<file path="config.mk">
export PLATFORM = sky130hd
export DESIGN_NAME = muldiv_unit
export DESIGN_NICKNAME = d
export VERILOG_FILES = /design/src/rtl/muldiv_unit.sv
export SDC_FILE = /design/constraint.sdc
export NUM_CORES = 1
export LEC_CHECK = 0
export CORE_AREA = 8 8 188 190
export DETAILED_ROUTE_END_ITERATION = 8
export DIE_AREA = 0 0 196 198
export GPL_TIMING_DRIVEN = 0
export PLACE_DENSITY = 0.83
export SLEW_MARGIN = 20
export SYNTH_ARGS = -nofsm -noshare
export SYNTH_HDL_FRONTEND = slang
export SYNTH_SLANG_ARGS = --single-unit
</file>
<file path="constraint.sdc">
create_clock -name clk -period 7.1 [get_ports clk]
set_input_delay 1.42 -clock clk [delete_from_list [all_inputs] [get_ports clk]]
set_output_delay 1.42 -clock clk [all_outputs]
set_load 0.1 [all_outputs]
</file>
<file path="src/rtl/muldiv_unit.sv">
// muldiv_unit: iterative RV32M multiply/divide unit.
//   One operation at a time. A start seen in IDLE captures the operands, the
//   op code and the destination index. CALC then runs WIDTH shift-add or
//   restoring-divide steps on operand magnitudes. DONE applies the sign and
//   the special cases. The registered outputs present the result one edge
//   later, so done rises 33 edges after the start edge.
// Ports:
//   clk, reset_n          clock, asynchronous active-low reset
//   start, funct3         launch request and RV32M op select (sampled in IDLE)
//   rs1_val, rs2_val      operands A and B
//   rd_in                 destination register index
//   busy                  operation in flight, including the done cycle
//   done                  one-cycle result-valid pulse
//   result, rd_out        writeback data and index, held until the next done
//   rd_en                 writeback enable (done with a non-zero rd_out)
module muldiv_unit #(
  parameter int WIDTH = 32
) (
  input  logic             clk,
  input  logic             reset_n,
  input  logic             start,
  input  logic [2:0]       funct3,
  input  logic [WIDTH-1:0] rs1_val,
  input  logic [WIDTH-1:0] rs2_val,
  input  logic [4:0]       rd_in,
  output logic             busy,
  output logic             done,
  output logic [WIDTH-1:0] result,
  output logic [4:0]       rd_out,
  output logic             rd_en
);

  typedef enum logic [1:0] {
    S_IDLE = 2'b00,
    S_CALC = 2'b01,
    S_DONE = 2'b10
  } state_t;

  localparam logic [5:0] LAST_ITER = 6'(WIDTH - 1);

  state_t           r_state;
  state_t           w_state_nxt;
  logic [5:0]       r_cnt;
  logic [2:0]       r_op;
  logic [4:0]       r_rd;
  logic             r_neg_q;   // product / quotient must be negated
  logic             r_neg_r;   // remainder must be negated
  logic             r_divz;    // divisor was zero
  logic [WIDTH-1:0] r_a;       // raw A, returned as remainder on divide by zero
  logic [WIDTH-1:0] r_ma;      // |A|, multiplicand
  logic [WIDTH-1:0] r_mb;      // |B|, divisor
  logic [WIDTH-1:0] r_hi;      // product high half / partial remainder
  logic [WIDTH-1:0] r_lo;      // multiplier bits / dividend bits then quotient
  logic             r_busy;
  logic             r_done;
  logic             r_rd_en;
  logic [WIDTH-1:0] r_result;
  logic [4:0]       r_rd_out;

  logic             w_accept;
  logic             w_is_div;
  logic             w_a_neg;
  logic             w_b_neg;
  logic [WIDTH-1:0] w_ma;
  logic [WIDTH-1:0] w_mb;
  logic [WIDTH:0]   w_mul_sum;
  logic [WIDTH:0]   w_mul_step;
  logic [WIDTH:0]   w_rem_sh;
  logic             w_ge;
  logic [WIDTH-1:0] w_hi_nxt;
  logic [WIDTH-1:0] w_lo_nxt;
  logic [2*WIDTH-1:0] w_prod;
  logic [2*WIDTH-1:0] w_prod_s;
  logic [WIDTH-1:0] w_quo;
  logic [WIDTH-1:0] w_rem;
  logic [WIDTH-1:0] w_final;

  // The done cycle itself is IDLE-state, so a start there must be blocked.
  assign w_accept = (r_state == S_IDLE) && start && !r_done;

  // Next-state logic.
  always_comb begin
    w_state_nxt = r_state;
    case (r_state)
      S_IDLE: begin
        if (w_accept) w_state_nxt = S_CALC;
        else          w_state_nxt = S_IDLE;
      end
      S_CALC: begin
        if (r_cnt == LAST_ITER) w_state_nxt = S_DONE;
        else                    w_state_nxt = S_CALC;
      end
      S_DONE:  w_state_nxt = S_IDLE;
      default: w_state_nxt = S_IDLE;
    endcase
  end

  // Operand sign decode and magnitudes for the capture edge.
  always_comb begin
    w_is_div = funct3[2];
    w_a_neg  = 1'b0;
    w_b_neg  = 1'b0;
    if (w_is_div) begin
      w_a_neg = ~funct3[0] & rs1_val[WIDTH-1];
      w_b_neg = ~funct3[0] & rs2_val[WIDTH-1];
    end else begin
      w_a_neg = ((funct3 == 3'b001) || (funct3 == 3'b010)) & rs1_val[WIDTH-1];
      w_b_neg = (funct3 == 3'b001) & rs2_val[WIDTH-1];
    end
    w_ma = w_a_neg ? -rs1_val : rs1_val;
    w_mb = w_b_neg ? -rs2_val : rs2_val;
  end

  // One shift-add or restoring-divide step.
  always_comb begin
    w_mul_sum  = {1'b0, r_hi} + {1'b0, r_ma};
    w_mul_step = r_lo[0] ? w_mul_sum : {1'b0, r_hi};
    w_rem_sh   = {r_hi, r_lo[WIDTH-1]};
    w_ge       = (w_rem_sh >= {1'b0, r_mb});
    if (r_op[2]) begin
      // When the subtract succeeds the difference is below |B|, so the low
      // WIDTH bits of the modular subtraction are exact.
      w_hi_nxt = w_ge ? (w_rem_sh[WIDTH-1:0] - r_mb) : w_rem_sh[WIDTH-1:0];
      w_lo_nxt = {r_lo[WIDTH-2:0], w_ge};
    end else begin
      w_hi_nxt = w_mul_step[WIDTH:1];
      w_lo_nxt = {w_mul_step[0], r_lo[WIDTH-1:1]};
    end
  end

  // Sign fix-up, special cases and op select for the writeback value.
  always_comb begin
    w_prod   = {r_hi, r_lo};
    w_prod_s = r_neg_q ? -w_prod : w_prod;
    w_quo    = r_divz ? {WIDTH{1'b1}} : (r_neg_q ? -r_lo : r_lo);
    w_rem    = r_divz ? r_a : (r_neg_r ? -r_hi : r_hi);
    case (r_op)
      3'b000:                    w_final = w_prod_s[WIDTH-1:0];
      3'b001, 3'b010, 3'b011:    w_final = w_prod_s[2*WIDTH-1:WIDTH];
      3'b100, 3'b101:            w_final = w_quo;
      3'b110, 3'b111:            w_final = w_rem;
      default:                   w_final = {WIDTH{1'b0}};
    endcase
  end

  // State register.
  always_ff @(posedge clk or negedge reset_n) begin
    if (!reset_n) r_state <= S_IDLE;
    else          r_state <= w_state_nxt;
  end

  // Operand capture and iteration datapath.
  always_ff @(posedge clk or negedge reset_n) begin
    if (!reset_n) begin
      r_cnt   <= 6'd0;
      r_op    <= 3'd0;
      r_rd    <= 5'd0;
      r_neg_q <= 1'b0;
      r_neg_r <= 1'b0;
      r_divz  <= 1'b0;
      r_a     <= {WIDTH{1'b0}};
      r_ma    <= {WIDTH{1'b0}};
      r_mb    <= {WIDTH{1'b0}};
      r_hi    <= {WIDTH{1'b0}};
      r_lo    <= {WIDTH{1'b0}};
    end else if (w_accept) begin
      r_cnt   <= 6'd0;
      r_op    <= funct3;
      r_rd    <= rd_in;
      r_neg_q <= w_a_neg ^ w_b_neg;
      r_neg_r <= w_a_neg;
      r_divz  <= w_is_div && (rs2_val == {WIDTH{1'b0}});
      r_a     <= rs1_val;
      r_ma    <= w_ma;
      r_mb    <= w_mb;
      r_hi    <= {WIDTH{1'b0}};
      r_lo    <= w_is_div ? w_ma : w_mb;
    end else if (r_state == S_CALC) begin
      r_cnt <= (r_cnt == LAST_ITER) ? 6'd0 : r_cnt + 6'd1;
      r_hi  <= w_hi_nxt;
      r_lo  <= w_lo_nxt;
    end else begin
      r_cnt <= r_cnt;
    end
  end

  // Registered outputs; result and rd_out only change when DONE completes.
  always_ff @(posedge clk or negedge reset_n) begin
    if (!reset_n) begin
      r_busy   <= 1'b0;
      r_done   <= 1'b0;
      r_rd_en  <= 1'b0;
      r_result <= {WIDTH{1'b0}};
      r_rd_out <= 5'd0;
    end else begin
      r_busy  <= (w_state_nxt != S_IDLE) || (r_state == S_DONE);
      r_done  <= (r_state == S_DONE);
      r_rd_en <= (r_state == S_DONE) && (r_rd != 5'd0);
      if (r_state == S_DONE) begin
        r_result <= w_final;
        r_rd_out <= r_rd;
      end else begin
        r_result <= r_result;
        r_rd_out <= r_rd_out;
      end
    end
  end

  assign busy   = r_busy;
  assign done   = r_done;
  assign rd_en  = r_rd_en;
  assign result = r_result;
  assign rd_out = r_rd_out;

endmodule

</file>
After elaboration in Yosys (flattened, before gate mapping)
Index checks and enable logic that the tools add are counted.
Widths: inputs -> output; s select.
{"block": "totals", "input_bits": 75, "ff_bits": 219}
{"block": "classes", "reduce_logical": 16, "n_mux": 25, "n_eq_ne": 12, "n_lt_le_gt_ge": 1, "n_bitwise": 6, "add_sub_neg": 8}
{"op": "$mux 32", "n": 14}
{"op": "$neg 32->32", "n": 4}
{"op": "$pmux 32 s4", "n": 1}
{"op": "$mux 64", "n": 1}
{"op": "$neg 64->64", "n": 1}
{"op": "$add 32x32->33", "n": 1}
{"op": "$ge 33x32->1", "n": 1}
{"op": "$mux 33", "n": 1}
{"op": "$logic_not 32->1", "n": 1}
{"op": "$sub 32x32->32", "n": 1}
{"op": "$mux 6", "n": 3}
{"op": "$eq 3x3->1 const B", "n": 4}
{"op": "$eq 3x2->1 const B", "n": 3}
{"op": "$add 6x1->6 const B", "n": 1}
{"op": "$eq 3x1->1 const B", "n": 2}
{"op": "$eq 6x5->1 const B", "n": 1}
{"op": "$reduce_bool 5->1", "n": 1}
{"op": "$and 1x1->1", "n": 4}
{"op": "$logic_and 1x1->1", "n": 4}
{"op": "$pmux 2 s2", "n": 1}
{"op": "$reduce_bool 2->1", "n": 2}
{"op": "$reduce_or 2->1", "n": 2}
{"op": "$logic_not 3->1", "n": 1}
{"op": "$mux 1", "n": 3}
{"op": "other kinds (9)", "n": 10}

Depth between registers and ports, before layout
{"block": "logic_depth", "ltp_word": 7, "ltp_mapped": 15, "depth_no_buf": 13}

Worst setup path after synthesis
No wires, ideal clock.
{"block": "synth_path", "kind": "in2reg", "from": "input rs1_val[4]", "to": "register r_lo[31]", "arrival_ns": 3.764, "t_required_ns": 7.021, "n_path_buf": 0, "path_stages": 8, "slack_ns": 3.257, "path_cell_list": "or4_1 -> nor4_2 -> nand2_1 -> or3_1 -> or4_1 -> a31o_2 -> mux2i_1 -> a2bb2oi_1"}
{"block": "synth_between", "elab_chain_len": 4}
{"item": "from (decl)", "line": "23", "text": "input logic [WIDTH-1:0] rs1_val,"}
{"item": "$neg 32->32", "line": "110", "text": "w_ma = w_a_neg ? -rs1_val : rs1_val;"}
{"item": "$mux 32", "line": "110"}
{"item": "$mux 32", "line": "177", "text": "r_lo <= w_is_div ? w_ma : w_mb;"}
{"item": "$mux 32", "line": "166", "text": "end else if (w_accept) begin"}
{"item": "to (signal assigned)", "line": "165", "text": "r_lo <= {WIDTH{1'b0}};"}
{"item": "to (signal assigned)", "line": "177"}
{"item": "to (signal assigned)", "line": "181", "text": "r_lo <= w_lo_nxt;"}
{"item": "to (decl)", "line": "53", "text": "logic [WIDTH-1:0] r_lo;"}
No other way between the ends.
A chain may end at the register's enable or synchronous reset.

Worst setup path after layout
{"block": "layout_path", "from": "input rs1_val[2]", "to": "register r_lo[30]"}
The elaborated chain is that of the path after synthesis.

==> flow_summary.toml <==
[clock_network]
htreeDepth = 1
cts_buffers = 26
cts_resized = 0
clkLatencyLatePin_ns = 0.57
root_buffer = "clkbuf_16"
clock_sink_count = 218
hold_buffers = 0
tritoncts = "built"
clk_transition_reported_paths_ns = 0.06
cts_setup_buffers = 0
cts.path.max_buffers = 3

[power]
p_total_uw = 11900
powerDensity_nw_per_um2 = 591
ir_drop_mv = 0.330
leakage_uw = 0.00840

[global_route]
grt_pass1_vias = 18586
overflow = 0
grt_antenna_before_repair = 1
grt_pass1_wl_um = 114000
grt_max_degree = 84
grt_usage_pct = 39.0

[route]
drt_iter0_drc = 2714
num_vias = 19242
routed_wl_um = 77800
first_pass_iters = 6
via_per_inst = 6.87
wire_per_inst_um = 27.8
ant_nets = 0
route.detailed.drc = 0

[synthesis]
seq_area_frac_synth_pct = 31.1
synth_enable_flop_cells = 0
yosysUniqueCellTypes = 82
synth_cells = 2229
syn_avg_cell_area_um2 = 7.86
async_reset_ff_share_pct = 100
syn_area_um2 = 17500
synthFlopType = "dfrtp_1"
ys_ff_latch = 218
yosys_warnings = 0
synth_nets = 2375

[finish]
final_core_util_pct = 62.6
n_antenna_cell = 0
area_growth_pct = 15.1
fillCellCount = 2871
drive_above_1_share_pct = 4.06
nets = 2518

[critical_path]
crit_type = "in -> reg"
critPathMaxStageDelay_ns = 0.62
worst_ep_required_time_ns = 7.54
cp_slowest_cell = "or4_1"
setup.worst_path.start_class = "input pin"
arrival_ns = 5.03
cp_top_family = "compound AO/OA/AOI/OAI gates"
crit_fanout = 6
critPathBufInv = 1
end_kind = "flip-flop"
cpMostUsedCell = "a21oi_1"
worstPathCellList = "clkdlybuf4s50_1, or4_1, nor4b_2, a21oi_1, a21oi_1, o21ai_0, a21oi_1, xor2_1, mux2i_1, a21o_1"

[floorplan]
rows = 66
die_y_um = 198
die_area_um2 = 38800
die_w_um = 196
start_util_pct = 54.4
ios = 115
core_um2 = 32200

[sta]
fmax_mhz = 218
slew_viol_final = 0
max_slew_margin_pct = 17.4
period_minus_slack_ns = 4.59
hold_viol = 0
rsz0062_at_grt = "false"
clock_skew_ns = 0.0216
post-route-period-util_pct = 64.6
worst_pin_slew_ns = 1.24
setup_tns_ns = 0
setup_violations = 0
fin_ws_ns = 2.51

[place]
gp_congestion = 1.09
dp_hpwl_um = 60900
port_buffers = 113
dp_slack_ns = 2.09

[run_status]
status = "completed"

[flow_run]
maxCapViolCount = 0

[hold_path]
hp-class = "reg -> reg"
==> cells by family after synthesis <==
| family | after synthesis | share of synthesized area [%] |
|---|---|---|
| simple gates | 749 | 19.3 |
| compound gates | 688 | 25.0 |
| buf+inv | 231 | 5.11 |
| flops | 218 | 31.1 |
| xor+xnor | 198 | 9.90 |
| mux | 74 | 4.31 |
| fa+ha+maj | 71 | 5.16 |
==> cells in the mapped netlist, drive strengths merged (5+ instances only) <==
| cell type | instances | area (µm²) |
|---|---|---|
| nor2b | 16 | 100 |
| and2 | 10 | 62.6 |
| a2111oi | 5 | 43.8 |
| ha | 69 | 863 |
| a21oi | 136 | 681 |
| nand2b | 18 | 113 |
| o21a | 11 | 82.6 |
| buf | 21 | 106 |
| a22o | 6 | 52.6 |
| mux2i | 62 | 621 |
| and3 | 11 | 68.8 |
| o22ai | 12 | 75.1 |
| xnor2 | 113 | 990 |
| or3 | 25 | 161 |
| nand3 | 48 | 240 |
| o211ai | 25 | 188 |
| clkbuf | 143 | 537 |
| a22oi | 9 | 67.6 |
| nor3 | 42 | 210 |
| o21bai | 5 | 37.5 |
| nor4 | 8 | 62.6 |
| nand4 | 13 | 81.3 |
| a31oi | 36 | 225 |
| a21o | 37 | 278 |
| or4 | 19 | 146 |
| inv | 67 | 251 |
| a221oi | 8 | 70.1 |
| o21ai | 235 | 1180 |
| or2 | 7 | 43.8 |
| dfrtp | 218 | 5460 |
| nor2 | 126 | 473 |
| xor2 | 85 | 744 |
| o221ai | 34 | 298 |
| o221a | 5 | 56.3 |
| a211o | 6 | 52.6 |
| mux2 | 12 | 135 |
| o31ai | 27 | 203 |
| o41ai | 16 | 155 |
| o31a | 5 | 43.8 |
| a211oi | 26 | 195 |
| nand2 | 387 | 1450 |
==> metal layers <==
layer | vias up | global-route usage (%) | wire [µm]
li1 | 8278 | - | -
met1 | 9120 | 50.4 | 29700
met2 | 1497 | 55.7 | 31300
met3 | 345 | 13.3 | 11300
met4 | 2 | 23.7 | 5500
met5 | - | 0 | 13
==> power breakdown <==
group / total (µW) / internal (µW) / switching (µW)
Clock: 1460 / 881 / 583
Combinational: 8040 / 2880 / 5160
Sequential: 2390 / 1780 / 618
==> area by class of cell <==
cell class | count | area, µm² | share of cell area, %
Clock buffer | 35 | 744 | 3.69
Timing Repair Buffer | 115 | 1190 | 5.91
Inverter | 67 | 251 | 1.25
Tap cell | 408 | 510 | 2.53
Buffer | 164 | 643 | 3.19
Sequential cell | 218 | 5460 | 27.1
Multi-Input combinational cell | 1780 | 11200 | 55.5
Clock inverter | 12 | 181 | 0.900
==> cells in the final DEF, fill, tap and decap left out, drive strengths merged, types with 42 or more instances in the layout <==
cell type	Yosys	final
inv	67	68
a21oi	136	136
ha	69	69
nand3	48	48
clkbuf	143	178
nand2	387	387
xor2	85	85
mux2i	62	62
nor3	42	42
clkdlybuf4s50	0	112
nor2	126	126
dfrtp	218	218
xnor2	113	113
o21ai	235	235
==> sequential cells by signal, summed over array words and instances (netlist names), 2 cells and up <==
name,flops
r_lo,32
r_cnt,6
r_a,32
r_state,2
rd_out,5
result,32
r_rd,5
r_ma,31
r_hi,32
r_op,3
r_mb,32
==> worst register-to-register path, stage by stage, from the launching register on <==
cell       delay, ns
dfrtp_1         0.43
inv_1           0.37
clkbuf_1        0.74
ha_1            0.30
nand2b_1        0.14
nor3_1          0.53
nand4_1         0.41
clkbuf_1        0.42
o41ai_1         0.50
xor2_1          0.18
o2111ai_1       0.12
o221a_2         0.18
==> worst paths after layout <==
check | slack (ns) | start | end | cells after the start
worst max-delay path | 2.51 | rs1_val[2] | r_lo[30] | 10
worst min-delay path | 0.48 | rd_out[1] | rd_out[1] | 2
worst max register to register | 2.66 | r_lo[0] | result[10] | 11
worst min register to register | 0.48 | rd_out[1] | rd_out[1] | 2
max in group asynchronous | 5.40 | reset_n | result[30] | 2
min in group asynchronous | 0.80 | reset_n | r_ma[8] | 1
==> through the flow <==
stage / hold WS [ns] / cells / area (µm²)
4_1_cts: 0.481 / 2799 / 20200
6_report: 0.478 / 2799 / 20200
2_1_floorplan: 0.440 / 2229 / 17500
3_3_place_gp: 0.462 / 2750 / 19200
5_1_grt: 0.506 / 2799 / 20200
3_5_place_dp: 0.467 / 2752 / 19200
No activity file was read; power rests on OpenSTA's default activity.
